File: src/rtl/distance_conditioner.sv
// distance_conditioner
//   Conditions raw range samples into a smoothed distance for the FM DAC.
//   Each accepted sample is clamped to MAX_DIST and then averaged over the
//   last DEPTH = 2**LOG2_DEPTH accepted samples. The average is a running
//   sum over a circular history buffer. While the buffer is still filling,
//   the unwritten entries count as zero, so the output ramps up from zero.
//
// Ports
//   clk            in   system clock, rising edge
//   reset_n        in   asynchronous active-low reset
//   enable         in   clock enable; when low, state holds and samples drop
//   clear          in   synchronous flush of history (only when enable=1)
//   sample_valid   in   one-cycle strobe qualifying sample
//   sample         in   raw unsigned distance sample, WIDTH bits
//   distance       out  conditioned distance, WIDTH bits, 1 clock after accept
//   distance_valid out  one-cycle pulse per new distance value
//   filled         out  high once DEPTH samples accepted since reset/clear
//   over_range     out  sample behind current distance exceeded MAX_DIST
module distance_conditioner #(
  parameter int WIDTH      = 13,
  parameter int LOG2_DEPTH = 4,
  parameter int MAX_DIST   = 2000
) (
  input  logic             clk,
  input  logic             reset_n,
  input  logic             enable,
  input  logic             clear,
  input  logic             sample_valid,
  input  logic [WIDTH-1:0] sample,
  output logic [WIDTH-1:0] distance,
  output logic             distance_valid,
  output logic             filled,
  output logic             over_range
);

  localparam int DEPTH = 1 << LOG2_DEPTH;
  localparam int ACC_W = WIDTH + LOG2_DEPTH;
  localparam int CNT_W = LOG2_DEPTH + 1;
  localparam logic [WIDTH-1:0] MAX_D    = WIDTH'(MAX_DIST);
  localparam logic [CNT_W-1:0] CNT_FULL = CNT_W'(DEPTH);
  localparam logic [CNT_W-1:0] CNT_LAST = CNT_W'(DEPTH - 1);

  typedef enum logic {
    FILL = 1'b0,
    RUN  = 1'b1
  } state_t;

  // Saturate a raw sample to the legal distance range.
  function automatic logic [WIDTH-1:0] clamp_dist(input logic [WIDTH-1:0] x);
    return (x > MAX_D) ? MAX_D : x;
  endfunction

  // Divide the running sum by DEPTH, truncating toward zero.
  function automatic logic [WIDTH-1:0] scale_avg(input logic [ACC_W-1:0] a);
    return WIDTH'(a >> LOG2_DEPTH);
  endfunction

  state_t                 state_q, state_d;
  logic [WIDTH-1:0]       hist [DEPTH];
  logic [ACC_W-1:0]       acc;
  logic [LOG2_DEPTH-1:0]  wr_ptr;
  logic [CNT_W-1:0]       fill_cnt;
  logic                   vld_p1;

  logic                   accept;
  logic                   flush;
  logic [WIDTH-1:0]       s_p0;
  logic [WIDTH-1:0]       old_p0;
  logic                   over_p0;
  logic [ACC_W-1:0]       acc_next_p0;

  // Stage p0: qualify, clamp, and form the updated running sum combinationally.
  // clear wins over a simultaneous sample; both are ignored with enable low.
  assign accept      = enable & sample_valid & ~clear;
  assign flush       = enable & clear;
  assign s_p0        = clamp_dist(sample);
  assign over_p0     = (sample > MAX_D);
  assign old_p0      = hist[wr_ptr];
  // acc already contains old_p0, so adding first and then subtracting cannot
  // underflow, and the peak of DEPTH*MAX_DIST + MAX_DIST fits in ACC_W bits.
  assign acc_next_p0 = acc + ACC_W'(s_p0) - ACC_W'(old_p0);

  // Fill/run state machine: register.
  always_ff @(posedge clk or negedge reset_n) begin
    if (!reset_n) begin
      state_q <= FILL;
    end else begin
      state_q <= state_d;
    end
  end

  // Fill/run state machine: next state. RUN is left only through clear or reset.
  always_comb begin
    state_d = state_q;
    case (state_q)
      FILL: begin
        if (flush) begin
          state_d = FILL;
        end else if (accept && (fill_cnt == CNT_LAST)) begin
          state_d = RUN;
        end
      end
      RUN: begin
        if (flush) begin
          state_d = FILL;
        end
      end
      default: state_d = FILL;
    endcase
  end

  // Stage p1: commit history, running sum, pointer, fill count and outputs.
  always_ff @(posedge clk or negedge reset_n) begin
    if (!reset_n) begin
      for (int i = 0; i < DEPTH; i++) begin
        hist[i] <= '0;
      end
      acc        <= '0;
      wr_ptr     <= '0;
      fill_cnt   <= '0;
      distance   <= '0;
      over_range <= 1'b0;
      vld_p1     <= 1'b0;
    end else begin
      vld_p1 <= accept;
      if (flush) begin
        for (int i = 0; i < DEPTH; i++) begin
          hist[i] <= '0;
        end
        acc        <= '0;
        wr_ptr     <= '0;
        fill_cnt   <= '0;
        distance   <= '0;
        over_range <= 1'b0;
      end else if (accept) begin
        hist[wr_ptr] <= s_p0;
        acc          <= acc_next_p0;
        // Natural binary wrap from DEPTH-1 back to 0.
        wr_ptr       <= wr_ptr + LOG2_DEPTH'(1);
        if (fill_cnt != CNT_FULL) begin
          fill_cnt <= fill_cnt + CNT_W'(1);
        end
        distance   <= scale_avg(acc_next_p0);
        over_range <= over_p0;
      end
    end
  end

  assign distance_valid = vld_p1;
  assign filled         = (state_q == RUN);

endmodule
File: config.mk
export PLATFORM = sky130hd
export DESIGN_NAME = distance_conditioner
export DESIGN_NICKNAME = d
export VERILOG_FILES = /design/src/rtl/distance_conditioner.sv
export SDC_FILE = /design/constraint.sdc
export NUM_CORES = 1
export LEC_CHECK = 0
export ABC_CLOCK_PERIOD_IN_PS = 4320
export CORE_ASPECT_RATIO = 0.7
export CORE_UTILIZATION = 40
export CTS_CLUSTER_DIAMETER = 30
export CTS_CLUSTER_SIZE = 8
export DETAILED_ROUTE_END_ITERATION = 10
export PLACE_DENSITY = 0.59
export SYNTH_ARGS = -nofsm -noshare
export SYNTH_HDL_FRONTEND = slang
export SYNTH_SLANG_ARGS = --single-unit
File: constraint.sdc
create_clock -name clk -period 4.32 [get_ports clk]
set_input_delay 1.296 -clock clk [delete_from_list [all_inputs] [get_ports clk]]
set_output_delay 1.296 -clock clk [all_outputs]
set_load 0.005 [all_outputs]
### After elaboration in Yosys (flattened, before gate mapping)

Cells that the tools add are included.

* equality and inequality tests: 2
* $lt $le $gt $ge: 3
* reduce and logical (&&, ||, !) cells: 5
* add/sub/neg operators: 4
* mux-type cells: 24
* bitwise gates (word level): 6

Operator list (number)
* $mux W208: 2
* $bwmux W208: 1
* $mux W13: 6
* $bmux W13 S4: 1
* $demux W13 S4: 1
* $mux W17: 2
* $add A17 B13 Y17: 1
* $sub A17 B13 Y17: 1
* $mux W5: 3
* $gt A13 B11 Y1 const B: 1
* $mux W4: 2
* $add A5 B1 Y5 const B: 1
* $eq A5 B4 Y1 const B: 1
* $ge A5 B5 Y1 const B: 1
* $lt A5 B1 Y1 const B: 1
* $mux W1: 5
* $ne A5 B5 Y1 const B: 1
* $not A4 Y5: 1
* $add A4 B1 Y4 const B: 1
* $reduce_bool A2 Y1: 2
* $and A1 B1 Y1: 3
* $logic_and A1 B1 Y1: 2
* $not A1 Y1: 2
* $pmux W1 S2: 1
* $reduce_and A2 Y1: 1

* input port bits: 18
* register bits: 250
* output and inout bits: 16

### Logic depth before layout (Yosys ltp)

Gate-level depths: netlist of the first run.

* depth in word-level cells: 8
* depth in mapped cells: 18
* depth with buffers taken out: 17

### Worst setup path after synthesis of the first run

Ideal clock, no wire load.

* path type: input to register
* from: input sample[0]
* to: register distance[10]
* stages on the path: 18
* setup slack: -0.265 ns
* setup time: 0.083 ns
* arrival: 4.503 ns
* cells stage by stage: or4_1 a21oi_1 nor3_2 nor2_8 nand2_4 buf_6 ha_1 inv_1 ha_1 inv_1 fa_1 nand2b_1 a21oi_1 nor2b_1 o31ai_1 a21oi_1 xor2_1 o21ai_0

* cells in the longest elaborated chain, start to end: 6

Ends and longest elaborated chain
* start, declared: RTL line 29 `input logic [WIDTH-1:0] sample,`
* $gt A13 B11 Y1: RTL line 50 `return (x > MAX_D) ? MAX_D : x;`
* $mux W13 (*): RTL line 50
* $add A17 B13 Y17 (*): RTL line 81 `assign acc_next_p0 = acc + ACC_W'(s_p0) - ACC_W'(old_p0);`
* $sub A17 B13 Y17 (*): RTL line 81
* $mux W13 (*): RTL line 135 `end else if (accept) begin`
* $mux W13 (*): RTL line 126 `if (flush) begin`
* end signal, assigned: RTL line 143 `distance <= scale_avg(acc_next_p0);`
* end, declared: RTL line 30 `output logic [WIDTH-1:0] distance,`

Every way passes the cells marked *; elsewhere a longest branch is shown, timed or not. The select of a mux whose other input is x is not followed.
A chain may end at the register's enable or synchronous reset.

### Worst setup path after layout of the first run

* from: input sample[6]
* to: register distance[12]

The elaborated chain is that of the path after synthesis.

==> summary.txt, run 1 <==
Clock network
  • Number of buffers created by CTS: 43
  • Clk_lat worst skew: ~0.54 ns
  • H-tree depth: 2
  • Post-CTS Hold Fix Bufs: 0
  • Root buffer cell: clkbuf_16
  • Clock Path Buffers: 3
  • Clock Sinks: 237
  • TritonCTS clock tree: done
  • Worst-path clk slew: 0.05 ns

Cells and area
  • Multi-input combinational cell area: 0.005308 mm2
  • N_diodes: 0
  • Commonest cells after routing, fill and taps aside: dfrtp_1 (235), nand3_1 (212), o21ai_0 (153), buf_4 (73), mux4_2 (65)
  • Seq. cell area: 0.005936 mm2
  • Most common library cell in the layout ignoring fill and taps: dfrtp_1
  • Area growth, synth to finish: 22.95%
  • Fill cells: 2,532
  • Share of cells above drive strength 1: 23.52%
  • Post-layout util: 50.79%
  • Nets@finish: 1,163

Floorplan
  • Die Span Y: 144.9 um
  • I/O pin count: 34
  • Initial core utilization: 41.30%
  • FP Rows: 51
  • Die ar.: 0.02989 mm2
  • Die W: 206.2 um
  • Core ar.: ~0.028 mm2

Timing
  • Clock skew: 0.01906 ns
  • Final setup fails: 0
  • Fin crit share: 94.60%
  • Hold Fails Final Rpt: 0
  • Period minus WS final: 4.087 ns
  • Fmax: 244.7 MHz
  • Fin Hold WS: 0.4922 ns
  • Unrepaired setup endpoints after global routing: no
  • Slew Viols, Final: 0
  • Worst Tran Pin Value: 0.9734 ns
  • Relative slew slack: between 30% and 40%

Setup path
  • CP required: 4.78 ns
  • Buf/Inv on CP: 3
  • Worst Setup Start Kind: input port
  • CP endpoint kind: flip-flop
  • Worst path most repeated cell: inv_1
  • Setup CP Type: in -> reg
  • Critical path cell sequence: clkdlybuf4s50_1 > nand2_1 > nor3_4 > nor2_8 > nand2_4 > inv_1 > fa_1 > inv_1 > fa_2 > nand2b_4 > a21oi_4 > o21ai_2 > a21oi_2 > xnor2_1 > or3_1 > nand3_1
  • Slowest cell on crit path: fa_1
  • Crit path largest cell delay: 0.50 ns
  • WP data arrival: approximately 4.6 ns
  • Crit path max fanout: 4
  • Crit path max-delay family: simple AND/OR/NAND/NOR gates

Route
  • Wire length per cell: 21.69 um
  • Vias: about 8,500
  • DR DRC count: 0
  • Initial DRC Count: 798
  • DR vias/cell: 5.652
  • ANT nets after route: 0
  • TritonRoute pass-1 iters: 5
  • Total wire length: 32,660 um

Global route
  • Initial antenna violation count: 0
  • First-pass GRT wire length: 51,160 um
  • Pin count of the biggest net entering global routing: 189
  • Total Routing Usage GR: around 23%
  • Vias in the first global route: 8,482
  • GRT overflow: 0

Yosys
  • Syn Area/Cell: around 11 um2
  • Warnings, synthesis: 0
  • Syn Inst Count: 1,051
  • Post-synthesis sequential area ratio: 50.79%
  • Synth Cell Area: 0.01168 mm2
  • Netlist cell types: 43
  • #FFs+latches synth: 237

Status
  • Outcome: completed

Placement
  • Count of input and output buffers: 33
  • GPL Wtd Cong: 0.8885
  • DP HPWL: between 15,000 and 20,000 um

Hold path
  • Type of the worst min-delay path: reg -> reg

Run
  • Max Cap Viol: 0

Power
  • P per Cell Area: 532.5 mW/mm2
  • Static Leak: 6.355 nW
  • Worst vdd ir: 0.2595 mV
power by group:
group	internal, mW	switching, mW	leakage [nW]
combinational	0.915	0.959	2.37
sequential	2.32	0.107	3.28
clock	2.24	1.10	0.707
total	5.48	2.16	6.36
final timing paths:
check | slack, ns | depth (start not counted) | endpoint | startpoint
worst max-delay path | 0.23 | 16 | distance[12] | sample[6]
worst min-delay path | 0.49 | 2 | hist[165] | hist[165]
worst max register to register | 0.27 | 14 | distance[12] | wr_ptr[0]
worst min register to register | 0.49 | 2 | hist[165] | hist[165]
max in group asynchronous | 2.65 | 2 | wr_ptr[0] | reset_n
min in group asynchronous | 0.74 | 1 | hist[52] | reset_n
synth_stat cells (all sizes together):
master / n / area, um2
dfrtp: 237 / 5931
nand3: 214 / 1071
o21ai: 205 / 1060
mux4: 65 / 1464
clkbuf: 60 / 225.2
buf: 45 / 277.8
inv: 37 / 138.9
and3: 34 / 212.7
nand2: 25 / 131.4
ha: 24 / 300.3
nor2: 18 / 83.83
a21oi: 16 / 80.08
fa: 13 / 260.3
xor2: 10 / 87.58
xnor2: 9 / 78.83
nand4: 6 / 37.54
a21o: 4 / 30.03
nor2b: 4 / 25.02
nand2b: 3 / 18.77
nor3: 3 / 31.28
and2: 2 / 12.51
o21a: 2 / 15.01
o21bai: 2 / 15.01
o31ai: 2 / 15.01
or2: 2 / 12.51
a211o: 1 / 8.760
a211oi: 1 / 7.510
a21boi: 1 / 7.510
a31oi: 1 / 6.260
conb: 1 / 3.750
o211ai: 1 / 7.510
o22ai: 1 / 6.260
or3: 1 / 6.260
or4: 1 / 7.510
routing by layer:
metal	share of wire (%)	track usage, %	vias up
li1	-	-	3921
met1	47	34.11	4277
met2	44	32.11	260
met3	6.9	5.323	54
met4	2.5	7.132	0
met5	0	0	-
area by class of cell:
cell class	instances	area share, %
Sequential cell	237	41.35
Multi-Input combinational cell	673	36.97
Clock buffer	57	8.419
Timing Repair Buffer	116	7.521
Tap cell	371	3.233
Clock inverter	15	1.543
Inverter	37	0.9674
stage by stage:
| stage | std cells | area, um2 | setup slack (ns) | total power [mW] | TNS [ns] |
|---|---|---|---|---|---|
| after floorplan | 1052 | 11750 | -0.04499 | 3.551 | -0.09850 |
| after global placement | 1432 | 12740 | -0.5528 | 4.142 | -5.222 |
| after detailed placement | 1432 | 12740 | -0.6328 | 4.156 | -5.877 |
| after CTS | 1504 | 14190 | 0.004796 | 7.569 | 0 |
| after global routing | 1506 | 14360 | 0.04059 | 8.027 | 0 |
| final | 1506 | 14360 | 0.2331 | 7.645 | 0 |
repair_timing:
item,4_1_cts,5_1_grt
endpoints found under the hold margin,0,0
resized for setup,2,33
gates cloned,0,1
pin swaps,2,20
buffers inserted,0,2
setup endpoints to repair,2,9
flip-flops by register name, summed over array words and instances, names as in the netlist:
| signal | cells |
|---|---|
| acc | 4 |
| distance | 13 |
| distance_valid | 1 |
| fill_cnt | 5 |
| filled | 1 |
| hist | 208 |
| over_range | 1 |
| wr_ptr | 4 |
worst reg2reg max path, cell delays in order (launching register included):
cell	delay [ns]
dfrtp_4	0.54
buf_16	0.20
mux4_2	0.54
mux4_2	0.48
inv_1	0.19
fa_1	0.47
ha_1	0.35
nand2_1	0.12
buf_4	0.15
o21ai_0	0.18
nor2_1	0.09
a21oi_2	0.15
xnor2_1	0.08
or3_1	0.36
nand3_1	0.07
logic make-up (layout without fill, tap and decap cells):
group	Yosys count	in the layout	synth area share, %
fa+ha+maj	37	37	4.801
simple gates	313	313	14.13
mux	65	65	12.54
buf+inv	142	225	5.497
xor+xnor	19	19	1.425
other cells	1	2	0.03212
flops	237	237	50.79
compound gates	237	237	10.78
No activity file was read; power rests on OpenSTA's default activity.
==> run 2, diff against run 1 <==
--- a/config.mk
+++ b/config.mk
@@ -6,6 +6,7 @@
 export NUM_CORES = 1
 export LEC_CHECK = 0
 export ABC_CLOCK_PERIOD_IN_PS = 4320
+export CAP_MARGIN = 20
 export CORE_ASPECT_RATIO = 0.7
 export CORE_UTILIZATION = 40
 export CTS_CLUSTER_DIAMETER = 30
==> results of run 2 <==
Final layout, timing and power as in run 1 (identical DEF).
==> run 3, diff against run 2 <==
--- a/config.mk
+++ b/config.mk
@@ -12,6 +12,7 @@
 export CTS_CLUSTER_DIAMETER = 30
 export CTS_CLUSTER_SIZE = 8
 export DETAILED_ROUTE_END_ITERATION = 10
+export MAX_ROUTING_LAYER = met4
 export PLACE_DENSITY = 0.59
 export SYNTH_ARGS = -nofsm -noshare
 export SYNTH_HDL_FRONTEND = slang
==> run 3 against run 2 <==
  * Sequential share of layout area is the same
  * Critical path depth is the same
  * Critical path type unchanged
  * Critical endpoint unchanged
  * Global-route usage grew 0.70 points
  * Largest power group unchanged
  * Wire length grew 0.32%
  * Cell count is the same
  * Largest cell class unchanged
==> summary.txt, run 3 (same netlist as run 1, synthesis figures left out) <==
Status
  • Outcome: completed

Setup path
  • Setup crit start: sample[6]
  • Critical path cell sequence: clkdlybuf4s50_1 > nand2_1 > nor3_4 > nor2_8 > nand2_4 > inv_1 > fa_1 > inv_1 > fa_2 > nand2b_4 > a21oi_4 > o21ai_2 > a21oi_2 > xnor2_1 > or3_1 > nand3_1
  • Worst Setup Start Kind: input port
  • Slowest cell on crit path: fa_1
  • Worst path most repeated cell: inv_1
  • Worst r2r src: wr_ptr[0]
  • CP endpoint kind: flip-flop
  • Crit path max-delay family: simple AND/OR/NAND/NOR gates
  • WP data arrival: between 4 and 5 ns
  • Buf/Inv on CP: 3
  • Crit path max fanout: 4
  • CP required: between 4 and 5 ns
  • Crit path largest cell delay: 0.51 ns
  • Setup CP Type: in -> reg

Floorplan
  • I/O pin count: 34
  • FP Rows: 51
  • Die ar.: 0.02989 mm2
  • Core ar.: 0.02827 mm2
  • Initial core utilization: 41.30%
  • Die Span Y: 144.9 um
  • Die W: 206.2 um

Route
  • Wire length per cell: about 22 um
  • DR DRC count: 0
  • DR vias/cell: 5.639
  • Initial DRC Count: about 800
  • Vias: 8,493
  • ANT nets after route: 0
  • TritonRoute pass-1 iters: 5
  • Total wire length: 32,770 um

Cells and area
  • Post-layout util: 50.79%
  • Most common library cell in the layout ignoring fill and taps: dfrtp_1
  • Biggest regs: hist x208, distance x13, fill_cnt x5
  • Reg with most FFs: hist
  • Commonest cells after routing, fill and taps aside: dfrtp_1 (235), nand3_1 (212), o21ai_0 (153), buf_4 (73), mux4_2 (65)
  • N_diodes: 0
  • Area growth, synth to finish: 22.95%
  • Share of cells above drive strength 1: between 20% and 30%
  • Nets@finish: 1,163
  • Max reg flops: 208

Power
  • Static Leak: around 6.4 nW
  • P per Cell Area: 532.6 mW/mm2
  • Worst vdd ir: 0.2596 mV

Placement
  • Count of input and output buffers: 33
  • Post-place setup slack: -0.6328 ns
  • DP HPWL: about 19,000 um
  • GPL Wtd Cong: between 0.9 and 1

Clock network
  • Root buffer cell: clkbuf_16
  • Number of buffers created by CTS: 43
  • Clk_lat worst skew: 0.54 ns
  • Clock Path Buffers: 3
  • Worst-path clk slew: ~0.050 ns
  • H-tree depth: 2
  • TritonCTS clock tree: done
  • Clock Sinks: 237

Timing
  • Fin crit share: between 90% and 100%
  • Worst Tran Pin Value: 0.9667 ns
  • Slew Viols, Final: 0
  • Relative slew slack: 35.55%
  • Fmax: approximately 240 MHz
  • Hold Fails Final Rpt: 0
  • Unrepaired setup endpoints after global routing: no
  • Final setup fails: 0
  • Final worst slack: 0.2381 ns
  • Setup TNS: 0 ns
  • Period minus WS final: 4.082 ns
  • Clock skew: around 0.019 ns

Hold path
  • Type of the worst min-delay path: reg -> reg
  • Hold_sp: hist[169]

Global route
  • Pin count of the biggest net entering global routing: ~190
  • First-pass GRT wire length: 51,200 um
  • Vias in the first global route: roughly 8,500
  • GRT overflow: 0
  • Total Routing Usage GR: around a quarter
  • Initial antenna violation count: 0

Run
  • Max Cap Viol: 0
[run 3: final cells by class]
class / instances / area (um2)
Fill cell: 2532 / 13910
Sequential cell: 237 / 5936
Multi-Input combinational cell: 673 / 5308
Clock buffer: 57 / 1209
Timing Repair Buffer: 116 / 1080
Tap cell: 371 / 464.2
Clock inverter: 15 / 221.5
Inverter: 37 / 138.9
[run 3: worst paths after layout]
path	end	cells past startpoint	slack (ns)
max in group asynchronous	hist[33]	2	2.64
worst max-delay path	distance[12]	16	0.24
worst min register to register	hist[169]	2	0.49
worst max register to register	distance[12]	14	0.26
min in group asynchronous	hist[144]	1	0.74
worst min-delay path	hist[169]	2	0.49
[run 3: metal layers]
metal  wire length [um]  vias up  global-route usage (%)
met5                  0        -                       -
met4                817        0                   7.132
met2              14340      233                   32.10
met1              15530     4291                   34.08
li1                   -     3916                       -
met3               2087       53                   5.526
[run 3: where the power goes]
part	total, mW	leakage (nW)	internal, mW	switching, mW
Combinational	1.87	2.37	0.915	0.958
Clock	3.34	0.707	2.24	1.10
Sequential	2.43	3.28	2.32	0.107
Total	7.65	6.36	5.48	2.16
[run 3: timing repair]
| item | CTS | global route |
|---|---|---|
| pin swaps | 2 | 20 |
| resized for setup | 2 | 33 |
| endpoints found under the hold margin | 0 | 0 |
| cloned | 0 | 1 |
| buffers inserted | 0 | 2 |
| hold buffers | 0 | 0 |
| setup endpoints to repair | 2 | 9 |
[run 3: stage by stage]
step / hold slack [ns] / power [mW] / std cells / area [um2]
after floorplan: 0.4633 / 3.551 / 1052 / 11750
after global placement: 0.4769 / 4.142 / 1432 / 12740
after detailed placement: 0.4850 / 4.156 / 1432 / 12740
after CTS: 0.4959 / 7.569 / 1504 / 14190
after global routing: 0.5133 / 8.028 / 1506 / 14360
final: 0.4921 / 7.647 / 1506 / 14360
[run 3: worst reg2reg max path: stages, from the launching register on]
cell and delay (ns):
dfrtp_4 0.54, buf_16 0.20, mux4_2 0.54, mux4_2 0.48, inv_1 0.19, fa_1 0.47, ha_1 0.35, nand2_1 0.12
buf_4 0.15, o21ai_0 0.18, nor2_1 0.09, a21oi_2 0.15, xnor2_1 0.08, or3_1 0.36, nand3_1 0.07
